File: config.mk
export PLATFORM = sky130hd
export DESIGN_NAME = max_tree_idx_acc_flat
export DESIGN_NICKNAME = d
export VERILOG_FILES = /design/src/rtl/max_tree_pkg.sv /design/src/rtl/max_tree_idx_acc_if.sv /design/src/rtl/max_tree_node.sv /design/src/rtl/max_tree_idx_acc.sv /design/src/flat_wrapper.sv
export SDC_FILE = /design/constraint.sdc
export NUM_CORES = 1
export LEC_CHECK = 0
export ABC_CLOCK_PERIOD_IN_PS = 2600
export CORE_ASPECT_RATIO = 1.2
export CORE_UTILIZATION = 51
export CTS_CLUSTER_DIAMETER = 80
export CTS_CLUSTER_SIZE = 8
export DETAILED_ROUTE_END_ITERATION = 10
export HOLD_SLACK_MARGIN = 0.08
export PLACE_DENSITY_LB_ADDON = 0.12
export SYNTH_ARGS = -nofsm -noshare
export SYNTH_HDL_FRONTEND = slang
export SYNTH_HIERARCHICAL = 1
export SYNTH_SLANG_ARGS = --single-unit
File: constraint.sdc
create_clock -name aclk -period 2.6 [get_ports aclk]
set_input_delay 0.39 -clock aclk [delete_from_list [all_inputs] [get_ports aclk]]
set_output_delay 0.39 -clock aclk [all_outputs]
set_load 0.01 [all_outputs]
File: src/rtl/max_tree_pkg.sv
// Shared definitions for the max/argmax tree: width helpers, tie-break rule, accumulator states.
// Latency: n/a (package only).
// Backpressure: n/a.
package max_tree_pkg;

    // Ceiling log2, evaluated at elaboration time for tree depth and index widths.
    function automatic int clog2(input int v);
        int r;
        r = 0;
        while ((1 << r) < v) r++;
        return r;
    endfunction

    // Width of the element-index field carried by every tree node.
    function automatic int idx_width(input int n);
        return (n > 1) ? clog2(n) : 1;
    endfunction

    // Width of the node any_valid flag.
    localparam int node_flag_w = 1;

    // Equal values keep the lower element index inside a beat and the earlier beat across beats.
    localparam bit tie_lower_wins = 1'b1;

    typedef enum logic {
        st_idle,
        st_acc
    } acc_state_t;

endpackage

File: src/rtl/max_tree_idx_acc_if.sv
// Beat input bundle and group result bundle of the max/argmax accumulator.
// Latency: n/a (wiring only).
// Backpressure: none; the producer may present one beat per enabled cycle.
// Ports: master drives cmp_in* and receives cmp_out*; slave (the datapath) is the reverse.
interface max_tree_idx_acc_if #(
    parameter int cmp_input_n    = 8,
    parameter int cmp_width      = 8,
    parameter int beat_cnt_width = 8
);
    import max_tree_pkg::*;

    localparam int idx_w = idx_width(cmp_input_n);

    logic [cmp_input_n*cmp_width-1:0] cmp_in;
    logic [cmp_input_n-1:0]           cmp_in_mask;
    logic                             cmp_in_signed;
    logic                             cmp_in_last;
    logic                             cmp_in_vld;

    logic [cmp_width-1:0]             cmp_out;
    logic [idx_w-1:0]                 cmp_out_idx;
    logic [beat_cnt_width-1:0]        cmp_out_beat;
    logic                             cmp_out_none;
    logic                             cmp_out_ovf;
    logic                             cmp_out_vld;

    modport master (
        output cmp_in, cmp_in_mask, cmp_in_signed, cmp_in_last, cmp_in_vld,
        input  cmp_out, cmp_out_idx, cmp_out_beat, cmp_out_none, cmp_out_ovf, cmp_out_vld
    );

    modport slave (
        input  cmp_in, cmp_in_mask, cmp_in_signed, cmp_in_last, cmp_in_vld,
        output cmp_out, cmp_out_idx, cmp_out_beat, cmp_out_none, cmp_out_ovf, cmp_out_vld
    );

endinterface

File: src/rtl/max_tree_node.sv
// One compare-select node of the max tree: forwards the larger valid child with its index.
// Latency: combinational.
// Backpressure: none.
// Ports: a/b values, a_idx/b_idx indices, a_v/b_v valid flags, signed_mode; y/y_idx/y_v result.
module max_tree_node
    import max_tree_pkg::*;
#(
    parameter int val_w = 8,
    parameter int idx_w = 3
) (
    input  logic [val_w-1:0] a,
    input  logic [val_w-1:0] b,
    input  logic [idx_w-1:0] a_idx,
    input  logic [idx_w-1:0] b_idx,
    input  logic             a_v,
    input  logic             b_v,
    input  logic             signed_mode,
    output logic [val_w-1:0] y,
    output logic [idx_w-1:0] y_idx,
    output logic             y_v
);

    logic b_gt;
    logic eq;
    logic pick_b;

    // Child a always covers the lower element indices, so a tie resolves toward a.
    always_comb begin
        b_gt   = signed_mode ? ($signed(b) > $signed(a)) : (b > a);
        eq     = (a == b);
        pick_b = b_v && (!a_v || b_gt || (eq && !tie_lower_wins));
        y      = pick_b ? b     : a;
        y_idx  = pick_b ? b_idx : a_idx;
        y_v    = a_v | b_v;
    end

endmodule

File: src/rtl/max_tree_idx_acc.sv
// Pipelined masked max/argmax tree feeding a per-group accumulator; one result per group.
// Latency: P+1 enabled cycles from last beat to cmp_out_vld, P = ceil(log2(n)/levels_per_stage).
// Backpressure: none; accepts one beat per enabled cycle, aclken low freezes every register.
// Ports: aclk, aresetn (async active-low), aclken, bus (slave side of max_tree_idx_acc_if).
module max_tree_idx_acc
    import max_tree_pkg::*;
#(
    parameter int cmp_input_n      = 8,
    parameter int cmp_width        = 8,
    parameter int levels_per_stage = 2,
    parameter int beat_cnt_width   = 8,
    parameter int simulation_delay = 1
) (
    input  logic              aclk,
    input  logic              aresetn,
    input  logic              aclken,
    max_tree_idx_acc_if.slave bus
);

    localparam int lv_n  = clog2(cmp_input_n);
    localparam int idx_w = idx_width(cmp_input_n);
    localparam int nodes = 2 * cmp_input_n - 1;
    localparam int fin   = nodes - 1;
    localparam int bw    = beat_cnt_width;

    // Registers here are plain edge-triggered; the delay parameter only has meaning in
    // behavioural models and is accepted so existing instantiations still elaborate.
    if (simulation_delay < 0) begin : g_neg_sim_delay
    end

    // Flattened tree: level l occupies [2n - (2n >> l), 2n - (2n >> (l+1))).
    logic [cmp_width-1:0] nd_val [nodes];
    logic [idx_w-1:0]     nd_idx [nodes];
    logic                 nd_v   [nodes];
    logic [lv_n:0]        sb_vld;
    logic [lv_n:0]        sb_last;
    logic [lv_n:0]        sb_sgn;

    for (genvar i = 0; i < cmp_input_n; i++) begin : g_leaf
        assign nd_val[i] = bus.cmp_in[i*cmp_width +: cmp_width];
        assign nd_idx[i] = idx_w'(i);
        assign nd_v[i]   = bus.cmp_in_mask[i];
    end
    assign sb_vld[0]  = bus.cmp_in_vld;
    assign sb_last[0] = bus.cmp_in_last;
    assign sb_sgn[0]  = bus.cmp_in_signed;

    for (genvar l = 1; l <= lv_n; l++) begin : g_lvl
        localparam int cnt    = cmp_input_n >> l;
        localparam int b_in   = 2 * cmp_input_n - ((2 * cmp_input_n) >> (l - 1));
        localparam int b_out  = 2 * cmp_input_n - ((2 * cmp_input_n) >> l);
        // A stage boundary after every levels_per_stage levels, and always after the root.
        localparam bit is_reg = ((l % levels_per_stage) == 0) || (l == lv_n);

        logic [cmp_width-1:0] c_val [cnt];
        logic [idx_w-1:0]     c_idx [cnt];
        logic                 c_v   [cnt];

        for (genvar j = 0; j < cnt; j++) begin : g_node
            max_tree_node #(
                .val_w (cmp_width),
                .idx_w (idx_w)
            ) u_node (
                .a           (nd_val[b_in + 2*j]),
                .b           (nd_val[b_in + 2*j + 1]),
                .a_idx       (nd_idx[b_in + 2*j]),
                .b_idx       (nd_idx[b_in + 2*j + 1]),
                .a_v         (nd_v[b_in + 2*j]),
                .b_v         (nd_v[b_in + 2*j + 1]),
                .signed_mode (sb_sgn[l-1]),
                .y           (c_val[j]),
                .y_idx       (c_idx[j]),
                .y_v         (c_v[j])
            );
        end

        if (is_reg) begin : g_reg
            logic [cmp_width-1:0] r_val [cnt];
            logic [idx_w-1:0]     r_idx [cnt];
            logic                 r_v   [cnt];
            logic                 r_vld;
            logic                 r_last;
            logic                 r_sgn;

            always_ff @(posedge aclk or negedge aresetn) begin
                if (!aresetn) begin
                    r_vld  <= 1'b0;
                    r_last <= 1'b0;
                    r_sgn  <= 1'b0;
                    for (int k = 0; k < cnt; k++) begin
                        r_val[k] <= '0;
                        r_idx[k] <= '0;
                        r_v[k]   <= 1'b0;
                    end
                end else if (aclken) begin
                    r_vld <= sb_vld[l-1];
                    if (sb_vld[l-1]) begin
                        r_last <= sb_last[l-1];
                        r_sgn  <= sb_sgn[l-1];
                        for (int k = 0; k < cnt; k++) begin
                            r_val[k] <= c_val[k];
                            r_idx[k] <= c_idx[k];
                            r_v[k]   <= c_v[k];
                        end
                    end
                end
            end

            for (genvar j = 0; j < cnt; j++) begin : g_out
                assign nd_val[b_out + j] = r_val[j];
                assign nd_idx[b_out + j] = r_idx[j];
                assign nd_v[b_out + j]   = r_v[j];
            end
            assign sb_vld[l]  = r_vld;
            assign sb_last[l] = r_last;
            assign sb_sgn[l]  = r_sgn;
        end else begin : g_comb
            for (genvar j = 0; j < cnt; j++) begin : g_out
                assign nd_val[b_out + j] = c_val[j];
                assign nd_idx[b_out + j] = c_idx[j];
                assign nd_v[b_out + j]   = c_v[j];
            end
            assign sb_vld[l]  = sb_vld[l-1];
            assign sb_last[l] = sb_last[l-1];
            assign sb_sgn[l]  = sb_sgn[l-1];
        end
    end

    // ------------------------------------------------------------------
    // Group accumulator
    // ------------------------------------------------------------------
    acc_state_t           state;
    logic [cmp_width-1:0] acc_val;
    logic [idx_w-1:0]     acc_idx;
    logic                 acc_v;
    logic [bw-1:0]        acc_beat;
    // One extra bit: reaching 2^bw means the incoming beat index no longer fits.
    logic [bw:0]          beat_cnt;
    logic                 ovf;

    logic [cmp_width-1:0] out_val_q;
    logic [idx_w-1:0]     out_idx_q;
    logic [bw-1:0]        out_beat_q;
    logic                 out_none_q;
    logic                 out_ovf_q;
    logic                 out_vld_q;

    logic                 beat_sat;
    logic [bw-1:0]        cur_beat;
    logic                 t_gt;
    logic                 take;
    logic [cmp_width-1:0] n_val;
    logic [idx_w-1:0]     n_idx;
    logic                 n_v;
    logic [bw-1:0]        n_beat;
    logic [bw:0]          n_cnt;
    logic                 n_ovf;

    always_comb begin
        beat_sat = beat_cnt[bw];
        cur_beat = beat_sat ? {bw{1'b1}} : beat_cnt[bw-1:0];
        t_gt     = sb_sgn[lv_n] ? ($signed(nd_val[fin]) > $signed(acc_val))
                                : (nd_val[fin] > acc_val);
        // Later beats must be strictly greater so the earliest occurrence is kept.
        take     = (state == st_idle) ||
                   (nd_v[fin] && (!acc_v || t_gt ||
                                  ((nd_val[fin] == acc_val) && !tie_lower_wins)));
        n_val    = take ? nd_val[fin] : acc_val;
        n_idx    = take ? nd_idx[fin] : acc_idx;
        n_v      = take ? nd_v[fin]   : acc_v;
        n_beat   = acc_beat;
        n_cnt    = beat_cnt;
        n_ovf    = ovf;
        if (state == st_idle) begin
            n_beat = '0;
            n_cnt  = (bw+1)'(1);
            n_ovf  = 1'b0;
        end else begin
            if (take) n_beat = cur_beat;
            if (!beat_sat) n_cnt = beat_cnt + (bw+1)'(1);
            n_ovf  = ovf | beat_sat;
        end
    end

    always_ff @(posedge aclk or negedge aresetn) begin
        if (!aresetn) begin
            state      <= st_idle;
            acc_val    <= '0;
            acc_idx    <= '0;
            acc_v      <= 1'b0;
            acc_beat   <= '0;
            beat_cnt   <= '0;
            ovf        <= 1'b0;
            out_val_q  <= '0;
            out_idx_q  <= '0;
            out_beat_q <= '0;
            out_none_q <= 1'b0;
            out_ovf_q  <= 1'b0;
            out_vld_q  <= 1'b0;
        end else if (aclken) begin
            out_vld_q <= 1'b0;
            if (sb_vld[lv_n]) begin
                acc_val  <= n_val;
                acc_idx  <= n_idx;
                acc_v    <= n_v;
                acc_beat <= n_beat;
                beat_cnt <= n_cnt;
                ovf      <= n_ovf;
                if (sb_last[lv_n]) begin
                    state      <= st_idle;
                    out_vld_q  <= 1'b1;
                    out_none_q <= !n_v;
                    out_ovf_q  <= n_ovf;
                    out_val_q  <= n_v ? n_val  : '0;
                    out_idx_q  <= n_v ? n_idx  : '0;
                    out_beat_q <= n_v ? n_beat : '0;
                end else begin
                    state <= st_acc;
                end
            end
        end
    end

    assign bus.cmp_out      = out_val_q;
    assign bus.cmp_out_idx  = out_idx_q;
    assign bus.cmp_out_beat = out_beat_q;
    assign bus.cmp_out_none = out_none_q;
    assign bus.cmp_out_ovf  = out_ovf_q;
    assign bus.cmp_out_vld  = out_vld_q;

endmodule

File: src/flat_wrapper.sv
// flat-port wrapper written by rule: the top's interface ports become plain ports
module max_tree_idx_acc_flat import max_tree_pkg::*;
#(
    parameter int cmp_input_n      = 8,
    parameter int cmp_width        = 8,
    parameter int levels_per_stage = 2,
    parameter int beat_cnt_width   = 8,
    parameter int simulation_delay = 1
)
  (aclk, aresetn, aclken, bus_cmp_in, bus_cmp_in_mask, bus_cmp_in_signed, bus_cmp_in_last, bus_cmp_in_vld, bus_cmp_out, bus_cmp_out_idx, bus_cmp_out_beat, bus_cmp_out_none, bus_cmp_out_ovf, bus_cmp_out_vld);
  max_tree_idx_acc_if #(.cmp_input_n(cmp_input_n), .cmp_width(cmp_width), .beat_cnt_width(beat_cnt_width)) bus_i ();
  input  logic aclk;
  input  logic aresetn;
  input  logic aclken;
  input wire logic [$bits(bus_i.cmp_in)-1:0] bus_cmp_in;
  input wire logic [$bits(bus_i.cmp_in_mask)-1:0] bus_cmp_in_mask;
  input wire logic [$bits(bus_i.cmp_in_signed)-1:0] bus_cmp_in_signed;
  input wire logic [$bits(bus_i.cmp_in_last)-1:0] bus_cmp_in_last;
  input wire logic [$bits(bus_i.cmp_in_vld)-1:0] bus_cmp_in_vld;
  output wire logic [$bits(bus_i.cmp_out)-1:0] bus_cmp_out;
  output wire logic [$bits(bus_i.cmp_out_idx)-1:0] bus_cmp_out_idx;
  output wire logic [$bits(bus_i.cmp_out_beat)-1:0] bus_cmp_out_beat;
  output wire logic [$bits(bus_i.cmp_out_none)-1:0] bus_cmp_out_none;
  output wire logic [$bits(bus_i.cmp_out_ovf)-1:0] bus_cmp_out_ovf;
  output wire logic [$bits(bus_i.cmp_out_vld)-1:0] bus_cmp_out_vld;
  assign bus_i.cmp_in = bus_cmp_in;
  assign bus_i.cmp_in_mask = bus_cmp_in_mask;
  assign bus_i.cmp_in_signed = bus_cmp_in_signed;
  assign bus_i.cmp_in_last = bus_cmp_in_last;
  assign bus_i.cmp_in_vld = bus_cmp_in_vld;
  assign bus_cmp_out = bus_i.cmp_out;
  assign bus_cmp_out_idx = bus_i.cmp_out_idx;
  assign bus_cmp_out_beat = bus_i.cmp_out_beat;
  assign bus_cmp_out_none = bus_i.cmp_out_none;
  assign bus_cmp_out_ovf = bus_i.cmp_out_ovf;
  assign bus_cmp_out_vld = bus_i.cmp_out_vld;
  max_tree_idx_acc #(.cmp_input_n(cmp_input_n), .cmp_width(cmp_width), .levels_per_stage(levels_per_stage), .beat_cnt_width(beat_cnt_width), .simulation_delay(simulation_delay)) u_core (.aclk(aclk), .aresetn(aresetn), .aclken(aclken), .bus(bus_i));
endmodule
==> results summary <==
Of the total power, registers draw 0.302. In this run the worst path has a maximum fanout of 5. The post-route worst setup slack is -1.00 ns.

The launch point of the worst reg-to-reg path is u_core/acc_val[7]. The library cell used most frequently in the layout, excluding fill and tap cells, is dfrtp_1. Across every metal layer, demand over resource in global routing totals 0.265. Wires add up to 18200 microns. The clock transition at the register clock pins on the worst setup and hold paths after CTS is 0.06 ns. The overall die height came out at 132 microns. The worst register-to-register path ends at u_core/bus.cmp_out_beat[0]. The worst hold path passes through 2 cells.

STA classifies the critical path endpoint as a register. Relative to the synthesized area, the layout overhead comes to 43.4%. The required time at the endpoint of the critical path came out at 2.82 ns.

The post-synthesis sequential area ratio is 0.333. The type of origin of the critical path is an input port. The final net count came out at 1037. In the final routed layout, each cell accounts on average for 17.0 microns. Synthesis instantiated 48 different standard cells from the library. The maximum level of the CTS H-tree came out at 3. The setup check on the worst reg-to-reg path leaves a slack of 0.12 ns. The largest net degree at the start of global routing is 54. The simple logic cell fraction of the synthesized area came out at 0.101. Once layout is done, the placed cells without fillers occupy 10200 sq um. The placed wire-length estimate after detailed placement is 13500 microns.

The number of buffer cells added on primary ports is 99. The average via count per standard cell is 5.55. The number of nets still failing antenna checks after routing came out at 0.

The ratio of cells with drive above 1 in the final layout came out at 0.467. The internal power is 5.16 mW. The period utilization came out at 1.39. Of the total power, the clock network draws 0.185. The floorplan row count came out at 47. The cell count after synthesis came out at 689. The switching part of the total is 0.361. The cell type with the highest aggregate area in the netlist is dfrtp_1. The number of enable-type register cells in the synthesized netlist came out at 0. The final reports fail on setup timing. The first-pass detailed-route iteration total came out at 4.

Counting cells, the worst reg-to-reg path comes to 9. Across the VDD grid, the largest voltage drop is 0.668 mV. The filler cell count in the final layout came out at 959. The total of warnings raised by yosys came out at 6.

The area share of the leading cell type in the synthesized netlist came out at 0.333. The hold violation total from the final report came out at 0. The number of max-slew violations in the final report was 0. The via count of the first global-routing pass is 6470.

The remaining global-route overflow came out at 0. The clock passes through at most 2 buffers. The endpoint arrival time on the critical path came out at 3.82 ns. The multiplexer share of the synthesized area came out at 0.255. The post-synthesis adder-cell area fraction came out at 0.114. The critical path is of the in -> reg type.

The core box area is 13800 sq um. The most used flip-flop cell after synthesis is dfrtp_1. The tightest min-delay check is of the reg -> reg type. The insertion delay of the later-clocked pin in the worst-skew pair is 0.34 ns. The mean cell area of the mapped netlist is 10.4 sq um. The final count of negative-setup-slack endpoints came out at 20. By area, the combinational part of the netlist is dominated by multiplexers. In this run the cell area measured after placement is 9150 sq um. The number of antenna diodes is 0. The synthesized design contains 95 register bits. The storage element area came out at 2380 sq um. The source of the worst hold timing path is u_core/bus.cmp_out[4]. The fraction of registers with async set/reset came out at 1.00. The top cell types in the final layout, fill and taps aside, are dfrtp_1, mux2_4, buf_4. The run finished, with violations left. The congestion estimate from routability-driven global placement came to 0.851. The die footprint is 14500 sq um. The TritonCTS sink count is 95. The final period demand of the worst path is 3.60 ns. For this run, design rule violations remaining after detail routing come to 0. The path with the worst hold slack has its endpoint at u_core/bus.cmp_out[4].

The share of the synthesized area in compound gates (AO/OA/AOI/OAI) came out at 0.126. The width of the die came out at 110 microns. The leakage component of the power is 4.70 nW. The initial utilization of the core area, before any placement, comes to 0.519. In the final timing run, aggregate negative setup slack is -17.90 ns.

The power share of the combinational group is 0.513. Setup repair after global routing could not meet its margin everywhere. TritonCTS built the clock tree.

The max capacitance violation total is 0. The measured slew at the worst slew-check pin came out at 0.934 ns. The timing-limited maximum frequency is 278 MHz. The number of antenna violations at the first check in global routing was 0.

The violation count after the first detailed-routing iteration came out at 353. The detailed router placed 5938 vias in this run. Ranked by total cell area, the synthesized netlist is headed by dfrtp_1, mux2_4, ha_1.

The number of top-level pins came out at 100. The final hold slack is 0.476 ns. The first global-routing pass estimated 30200 microns of wire.

Counting the buffers created by CTS gives 9. For this design the ratio of total power to cell area is 788 nW/um^2. In this run the power spent charging and discharging nets is 2.92 mW. Summing internal, switching and leakage power gives 8.08 mW. Across the routed clock network, the largest skew measured is 0.00909 ns. The cell at the root of the clock tree is clkbuf_16. The area used by multi-input combinational logic came out at 5190 sq um. The synthesized netlist occupies a cell area of 7150 sq um. The post-synthesis xor/xnor area fraction is 0.00123. The relative max-transition margin came out at 0.377.
## power by group through the flow
stage	Clock (mW)	Combinational (mW)	Sequential (mW)
CTS	1.53	3.92	2.43
detailed placement	0	3.73	2.45
floorplan	0	2.52	2.36
global route	1.59	4.52	2.52
global placement	0	3.61	2.42
finish	1.49	4.14	2.44
## registers in the layout (all words and copies together) (netlist names)
register                   cells
u_core/g_lvl.g_reg.r_sgn       2
u_core/acc_val                 8
u_core/state                   1
u_core/g_lvl.g_reg.r_v         3
u_core/bus.cmp_out             8
u_core/bus.cmp_out_beat        8
u_core/beat_cnt                9
u_core/acc_idx                 3
u_core/bus.cmp_out_ovf         1
u_core/g_lvl.g_reg.r_vld       2
u_core/acc_beat                8
u_core/g_lvl.g_reg.r_val      24
u_core/bus.cmp_out_none        1
u_core/ovf                     1
u_core/g_lvl.g_reg.r_idx       9
u_core/bus.cmp_out_vld         1
u_core/g_lvl.g_reg.r_last      2
u_core/acc_v                   1
u_core/bus.cmp_out_idx         3
## per-layer routing
layer | vias up | track usage | wire, microns
met1 | 2887 | 0.297 | 7480
li1 | 2896 | - | -
met2 | 130 | 0.479 | 9840
met3 | 25 | 0.0417 | 443
met5 | - | 0 | 0
met4 | 0 | 0.115 | 470
## cell type report
type / instances / share of cell area
timing repair buffer: 201 / 0.173
inverter: 85 / 0.0341
clock buffer: 10 / 0.0233
clock inverter: 6 / 0.0105
sequential: 95 / 0.232
tap: 171 / 0.0209
multi-input combinational: 502 / 0.506
## worst max-delay path, cell delays in order
cell	delay, ns
dlygate4sd2_1	0.24
inv_2	0.05
ha_4	0.25
a21oi_4	0.16
nor3_2	0.07
o311a_4	0.40
buf_6	0.14
mux2_4	0.30
inv_2	0.07
ha_4	0.21
a21oi_2	0.16
o2111ai_2	0.17
o311a_4	0.38
buf_6	0.13
buf_12	0.13
mux2_4	0.29
mux2_4	0.27
## synth_stat cells, types with 2 or more instances
cell type / count
dfrtp_1: 95
inv_1: 85
mux2_4: 77
ha_1: 65
nand2_1: 57
mux2_2: 51
a21oi_1: 37
nor2_1: 22
o2111ai_1: 20
clkbuf_1: 18
nand4_1: 18
o21ai_0: 18
nand3_1: 13
o211ai_1: 12
nor3_1: 9
a221oi_1: 8
buf_6: 8
mux2i_1: 8
nor3b_1: 8
o2bb2ai_1: 8
nand3b_1: 7
o311a_1: 7
or2_2: 7
a21o_1: 2
buf_2: 2
conb_1: 2
o21a_1: 2
o22ai_1: 2
or3_1: 2
## worst max path at each step
stage / cells after the start / startpoint / slack, ns / end
final: 17 / bus_cmp_in[1] / -1.00 / u_core/g_lvl[2].g_reg.r_val[9]
after CTS: 17 / bus_cmp_in[7] / -0.98 / u_core/g_lvl[2].g_reg.r_val[12]
after global routing: 17 / bus_cmp_in[1] / -1.03 / u_core/g_lvl[2].g_reg.r_val[12]
after global placement: 15 / bus_cmp_in[23] / -1.53 / u_core/g_lvl[2].g_reg.r_val[15]
after detailed placement: 16 / bus_cmp_in[7] / -1.68 / u_core/g_lvl[2].g_reg.r_val[12]
after floorplan: 14 / bus_cmp_in[23] / -0.75 / u_core/g_lvl[2].g_reg.r_val[12]
## kinds of logic (layout without fill, tap and decap cells)
| kind of cell | Yosys count | in the layout |
|---|---|---|
| AND/OR/NAND/NOR | 148 | 148 |
| multiplexers | 137 | 137 |
| AO/OA/AOI/OAI | 127 | 127 |
| buffers and inverters | 114 | 302 |
| flip-flops | 95 | 95 |
| adder cells (fa/ha/maj) | 65 | 65 |
| other | 2 | 24 |
| XOR/XNOR | 1 | 1 |
## through the flow
stage,instances,util,setup slack [ns]
after floorplan,711,-,-0.754
after global placement,1036,0.665,-1.53
after detailed placement,1036,0.665,-1.68
after global routing,1070,0.745,-1.03
final,1070,0.745,-1.00
after CTS,1067,0.733,-0.984
## what timing repair did
action / 4_1_cts / 5_1_grt
gates cloned: 1 / 0
resized for setup: 247 / 88
hold endpoints to repair: 42 / 0
pin swaps: 56 / 45
endpoints found under the setup margin: 20 / 51
hold buffers: 1 / 0
setup buffers: 13 / 4
No activity file was read; power rests on OpenSTA's default activity.
